<file path="src/rtl/prog_loader.sv">
// prog_loader: receives a framed program image over a byte stream, writes it
// into local instruction memory and holds the CPU in reset until a complete,
// checksum-verified image is present. It then serves CPU instruction fetches.
//
// Frame: A5, N (1..DEPTH), 2N data bytes (high byte first), checksum.
// The checksum is the 8-bit wrapping sum of the data bytes only.
//
// Ports:
//   CK     clock, all state on posedge
//   RST    synchronous active-high reset
//   RXV    byte strobe, RXD valid on a posedge where RXV=1
//   RXD    received byte
//   IA     CPU instruction address
//   ID     instruction word, combinational read of mem[IA] (0 outside DEPTH)
//   CPURST 1 = CPU held in reset
//   DONE   1 = valid image loaded, CPU running
//   ERR    sticky error from the last frame attempt
module prog_loader #(
   parameter int unsigned DEPTH   = 128,
   parameter int unsigned TIMEOUT = 1024
) (
   input  logic        CK,
   input  logic        RST,
   input  logic        RXV,
   input  logic [7:0]  RXD,
   input  logic [15:0] IA,
   output logic [15:0] ID,
   output logic        CPURST,
   output logic        DONE,
   output logic        ERR
);

   localparam int unsigned AW   = $clog2(DEPTH);
   localparam int unsigned TW   = $clog2(TIMEOUT);
   localparam logic [7:0]  SYNC = 8'hA5;

   typedef enum logic [2:0] {
      S_IDLE,
      S_COUNT,
      S_HI,
      S_LO,
      S_CSUM,
      S_RUN
   } state_t;

   state_t        state_q;
   logic [7:0]    wcnt_q;
   logic [7:0]    n_q;
   logic [7:0]    hi_q;
   logic [7:0]    sum_q;
   logic [TW-1:0] timer_q;
   logic          cpurst_q;
   logic          done_q;
   logic          err_q;
   logic [15:0]   mem [DEPTH];

   logic in_frame_c;
   logic timeout_c;

   // Inter-byte timer only matters while a frame is in progress.
   assign in_frame_c = (state_q == S_COUNT) || (state_q == S_HI) ||
                       (state_q == S_LO)    || (state_q == S_CSUM);
   // Fires on the edge where the timer would reach TIMEOUT-1; a byte on the
   // same edge wins.
   assign timeout_c  = in_frame_c && !RXV && (timer_q == TW'(TIMEOUT - 2));

   // Loader FSM, counters and memory write port.
   always_ff @(posedge CK) begin
      if (RST) begin
         state_q  <= S_IDLE;
         wcnt_q   <= '0;
         n_q      <= '0;
         hi_q     <= '0;
         sum_q    <= '0;
         timer_q  <= '0;
         cpurst_q <= 1'b1;
         done_q   <= 1'b0;
         err_q    <= 1'b0;
      end else begin
         if (RXV || !in_frame_c || timeout_c)
            timer_q <= '0;
         else
            timer_q <= timer_q + TW'(1);

         if (timeout_c) begin
            state_q <= S_IDLE;
            err_q   <= 1'b1;
         end else begin
            case (state_q)
               S_IDLE: begin
                  if (RXV && RXD == SYNC) begin
                     state_q <= S_COUNT;
                     err_q   <= 1'b0;
                     sum_q   <= '0;
                     wcnt_q  <= '0;
                  end
               end
               S_COUNT: begin
                  if (RXV) begin
                     if (RXD == 8'd0 || RXD > 8'(DEPTH)) begin
                        state_q <= S_IDLE;
                        err_q   <= 1'b1;
                     end else begin
                        n_q     <= RXD;
                        state_q <= S_HI;
                     end
                  end
               end
               S_HI: begin
                  if (RXV) begin
                     hi_q    <= RXD;
                     sum_q   <= sum_q + RXD;
                     state_q <= S_LO;
                  end
               end
               S_LO: begin
                  if (RXV) begin
                     mem[wcnt_q[AW-1:0]] <= {hi_q, RXD};
                     sum_q  <= sum_q + RXD;
                     wcnt_q <= wcnt_q + 8'd1;
                     state_q <= (wcnt_q + 8'd1 == n_q) ? S_CSUM : S_HI;
                  end
               end
               S_CSUM: begin
                  if (RXV) begin
                     if (RXD == sum_q) begin
                        state_q  <= S_RUN;
                        cpurst_q <= 1'b0;
                        done_q   <= 1'b1;
                     end else begin
                        state_q <= S_IDLE;
                        err_q   <= 1'b1;
                     end
                  end
               end
               S_RUN: begin
                  // A new sync byte restarts loading and re-holds the CPU.
                  if (RXV && RXD == SYNC) begin
                     state_q  <= S_COUNT;
                     cpurst_q <= 1'b1;
                     done_q   <= 1'b0;
                     err_q    <= 1'b0;
                     sum_q    <= '0;
                     wcnt_q   <= '0;
                  end
               end
               default: state_q <= S_IDLE;
            endcase
         end
      end
   end

   // Zero-latency fetch port; addresses beyond the memory read as zero.
   assign ID     = (IA[15:AW] == '0) ? mem[IA[AW-1:0]] : 16'h0000;
   assign CPURST = cpurst_q;
   assign DONE   = done_q;
   assign ERR    = err_q;

endmodule

</file>
<file path="config.mk">
export PLATFORM = sky130hd
export DESIGN_NAME = prog_loader
export DESIGN_NICKNAME = d
export VERILOG_FILES = /design/src/rtl/prog_loader.sv
export SDC_FILE = /design/constraint.sdc
export NUM_CORES = 2
export LEC_CHECK = 0
export CAP_MARGIN = 30
export CORE_MARGIN = 4
export CORE_UTILIZATION = 30
export CTS_BUF_LIST = sky130_fd_sc_hd__clkbuf_8 sky130_fd_sc_hd__clkbuf_16
export DETAILED_ROUTE_END_ITERATION = 8
export PLACE_DENSITY = 0.45
export SYNTH_ARGS = -nofsm -noshare
export SYNTH_HDL_FRONTEND = slang
export SYNTH_SLANG_ARGS = --single-unit
</file>
<file path="constraint.sdc">
create_clock -name CK -period 2.93 [get_ports CK]
set_input_delay 0.586 -clock CK [delete_from_list [all_inputs] [get_ports CK]]
set_output_delay 0.586 -clock CK [all_outputs]
set_load 0.02 [all_outputs]
</file>
==> out/metrics.csv <==
stage;metric;value;unit
run_status;status;finished, violations left;
run_status;violations;negative setup slack;
power;power;0.0648;W
sta;skew;0.0343;ns
yosys;synth_common_cells;edfxtp_1, mux4_2, mux2i_1;
sta;hold_viol_final;0;
yosys;synth_nets;3962;
setup_path;crit_path_top_delay_cell;or3b_4;
sta;max_freq;254;MHz
global_routing;grt_pass1_vias;42900;
global_routing;antenna_found_initial;15;
yosys;syn_avg_cell_area;20.6;µm²
power;cellLeakagePower;32.1;nW
power;seq_power_share;50.9;%
flow_run;cap_viol_max_count;0;
yosys;synth_top_cell_area_share;75.9;%
global_routing;grt_usage;17.0;%
sta;setup_viol;16;
global_routing;grt_pass1_wl;339000;µm
route;drt-initial-drc-count;3822;
cells_and_area;layout-drive-gt1-share;33.6;%
sta;slew_violations;0;
cts;cts_buffers;222;
cells_and_area;area_delta_synth_final;24.9;%
cells_and_area;seq_area;62500;µm²
cts;insertion_delay;0.88;ns
hold_path;holdPathStages;3;
yosys;synth-seq-cells;2096;
placed_design;portBuffers;45;
cts;clock-sinks;2096;
yosys;synth_top_cell_by_area;edfxtp_1;
placed_design;placed_cells;7976;
setup_path;path_cells;buf_16 > buf_4 > or3b_4 > buf_12 > buf_4 > o22ai_1 > buf_4 > a211oi_2 > a21oi_2 > nand4_1 > buf_4 > o31ai_4 > buf_12;
yosys;synth_ff_type;edfxtp_1;
yosys;yosys_warnings;0;
die;core-area;268000;µm²
route;drc_errors;0;
yosys;ys_seq_area_share;77.1;%
die;die-area;278000;µm²
die;core.rowCount;190;
sta;finalCriticalPeriod;3.93;ns
setup_path;slowest_delay;0.45;ns
yosys;synth_edf_count;2048;
route;drt_wl_total;240000;µm
placed_design;routabilityCongestion;0.771;
setup_path;crit_cells;13;
sta;slew-limit-headroom;27.0;%
setup_path;worstSetupStartpointType;primary input;
cts;cts.root.buffer_cell;clkbuf_16;
setup_path;worstSetupEndpointType;output pin;
power;comb_power_share;5.7;%
cells_and_area;final_cell_count_no_fill;8431;
cts;cts_buffer_depth;3;
setup_path;critical_path_buf_inv_count;7;
setup_path;cp_top_family;buffers and inverters;
global_routing;grt_max_degree;131;
hold_path;worstHoldStart;RXD[5];
setup_path;cp_common_cell;buf_4;
global_routing;overflow;0;
hold_path;whs_endpoint;hi_q[5]$_SDFFE_PP0P_;
cts;cts.reportedPaths.clkPinSlew;0.06;ns
yosys;async_flop_share;0;%
hold_path;hold_path.class;primary input to flip-flop;
die;pin_count;46;
yosys;synth.distinct_cells;61;
power;p_int;0.0508;W
power;peakVddDrop;591;µV
cells_and_area;fin_nets;4719;
yosys;post-synth-top-count-cell;edfxtp_1;
setup_path;r2r_end;mem[111][15]$_DFFE_PP_;
die;die_h;528;µm
yosys;syn-cell-area;81000;µm²
setup_path;rr_worst_depth;4;
setup_path;rrSetupSlack;0.41;ns
route;vias_per_cell;5.00;
yosys;synth.top_cells.by_area;edfxtp_1, mux4_2, mux2i_1;
power;p_sw_share;21.7;%
setup_path;r2r_start;wcnt_q[3]$_SDFFE_PP0P_;
cts;ctsHoldBuffers;0;
power;p_sw;0.0141;W
route;postRouteAntennaNets;0;
cts;cts_tree;done;
yosys;syn_inst;3924;
power;clkPwrFrac;43.4;%
die;die_x;528;µm
setup_path;cp.arrival;3.35;ns
route;drt-pass1-iter-count;5;
placed_design;place_hpwl;151000;µm
sta;rsz0062_at_grt;yes;
sta;fin_crit_sh;134;%
setup_path;crit_path_max_fanout;10;
setup_path;critPathRequiredTime;2.34;ns
cells_and_area;multiInputGateArea;18300;µm²
die;start_util;30.2;%
route;routed-via-count;42200;
setup_path;path_class;primary input to output pin;
sta;max_slew.worst_pin.slew;1.10;ns
sta;finalWorstSetupSlack;-1.00;ns
cts;cts.htree.levels;4;
cells_and_area;n_fill_cell;24300;
route;drt-wirelength-per-cell;28.4;µm
power;power_density;641;nW/µm²
-- cell usage in the layout (no fill, tap or decap), types with 9 or more instances in the layout --
cell and count:
a211oi_1 55, a211oi_2 9, a21oi_1 20, a22o_1 10, a22oi_1 85, a22oi_2 12
buf_12 196, buf_16 14, buf_4 498, buf_6 24, bufinv_16 27, clkbuf_16 227
clkdlybuf4s50_1 16, clkinv_1 68, clkinv_2 43, dfxtp_1 40, edfxtp_1 2048, ha_1 10
inv_1 44, mux2_2 12, mux2_4 10, mux2i_1 251, mux4_2 400, nand2_1 115
nand2b_1 13, nand3_1 42, nand3_2 11, nand4_1 13, nor2_1 171, nor2_2 39
nor2b_1 11, nor3_1 16, o21ai_0 14, o221ai_1 13, o22a_1 10, o22ai_1 83
o31ai_4 9, xnor2_1 11, xor2_1 11
-- registers in the layout, summed over array words and instances, names as in the netlist --
register  flops
wcnt_q        8
timer_q      10
CPURST        1
ERR           1
hi_q          8
sum_q         8
mem        2048
n_q           8
state_q       3
DONE          1
-- per-layer routing --
layer | GRT usage (%) | wire length (µm)
met3 | 2.33 | 11700
met4 | 3.17 | 3360
met1 | 24.2 | 108000
met5 | 0 | 12
met2 | 28.1 | 117000
-- layout make-up --
cell class	count	share of cell area, %
Sequential cell	2096	61.8
Timing Repair Buffer	754	8.48
Tap cell	3552	4.39
Clock inverter	191	1.62
Antenna cell	5	0.0124
Inverter	7	0.0260
Clock buffer	226	5.59
Multi-Input combinational cell	1600	18.1
-- metrics by stage --
stage	instance area (µm²)	setup WS, ns	setup TNS, ns	hold WS [ns]	util (%)
after floorplan	81100	-0.0298	-2.51	0.436	-
after global placement	92500	-1.48	-17.76	0.445	34.4
after detailed placement	92500	-1.44	-17.41	0.464	34.4
after CTS	101000	-1.06	-13.40	0.0265	37.6
after global routing	101000	-0.987	-12.97	0.0592	37.7
final	101000	-1.00	-12.22	0.0865	37.7
-- tightest hold or removal path: cells and delay by family --
| kind | cells | cell delay, ns |
|---|---|---|
| buffers and inverters | 1 | 0.13 |
| multiplexers | 1 | 0.09 |
| AND/OR/NAND/NOR | 1 | 0.07 |
-- repair_timing --
| item | 4_1_cts | 5_1_grt |
|---|---|---|
| resized for setup | 138 | 42 |
| cloned | 4 | 1 |
| pin swaps | 26 | 22 |
| setup buffers | 24 | 5 |
| endpoints found under the setup margin | 16 | 16 |
-- cells by family (layout without fill, tap and decap cells) --
| kind of cell | after synthesis | after routing | synth area share (%) |
|---|---|---|---|
| mux | 678 | 678 | 14.7 |
| xor+xnor | 23 | 23 | 0.266 |
| compound gates | 406 | 406 | 3.63 |
| other cells | 0 | 5 | 0 |
| buf+inv | 228 | 1178 | 1.50 |
| simple gates | 482 | 482 | 2.62 |
| flops | 2096 | 2096 | 77.1 |
| fa+ha+maj | 11 | 11 | 0.179 |
-- power groups by stage --
stage	registers [W]	logic, W	clock network [W]
4_1_cts	0.0330	0.00372	0.0288
6_report	0.0330	0.00370	0.0281
5_1_grt	0.0330	0.00393	0.0301
3_5_place_dp	0.0336	0.00353	0
2_1_floorplan	0.0337	0.00166	0
3_3_place_gp	0.0336	0.00351	0
-- worst max-delay path by stage --
stage / start / end / slack, ns
floorplan: IA[0] / ID[5] / -0.03
global placement: IA[0] / ID[3] / -1.48
detailed placement: IA[0] / ID[3] / -1.44
finish: IA[0] / ID[1] / -1.00
CTS: mem[39][10]$_DFFE_PP_ / ID[10] / -1.06
global route: mem[38][5]$_DFFE_PP_ / ID[5] / -0.99
Power figures use the tool's default switching activity.
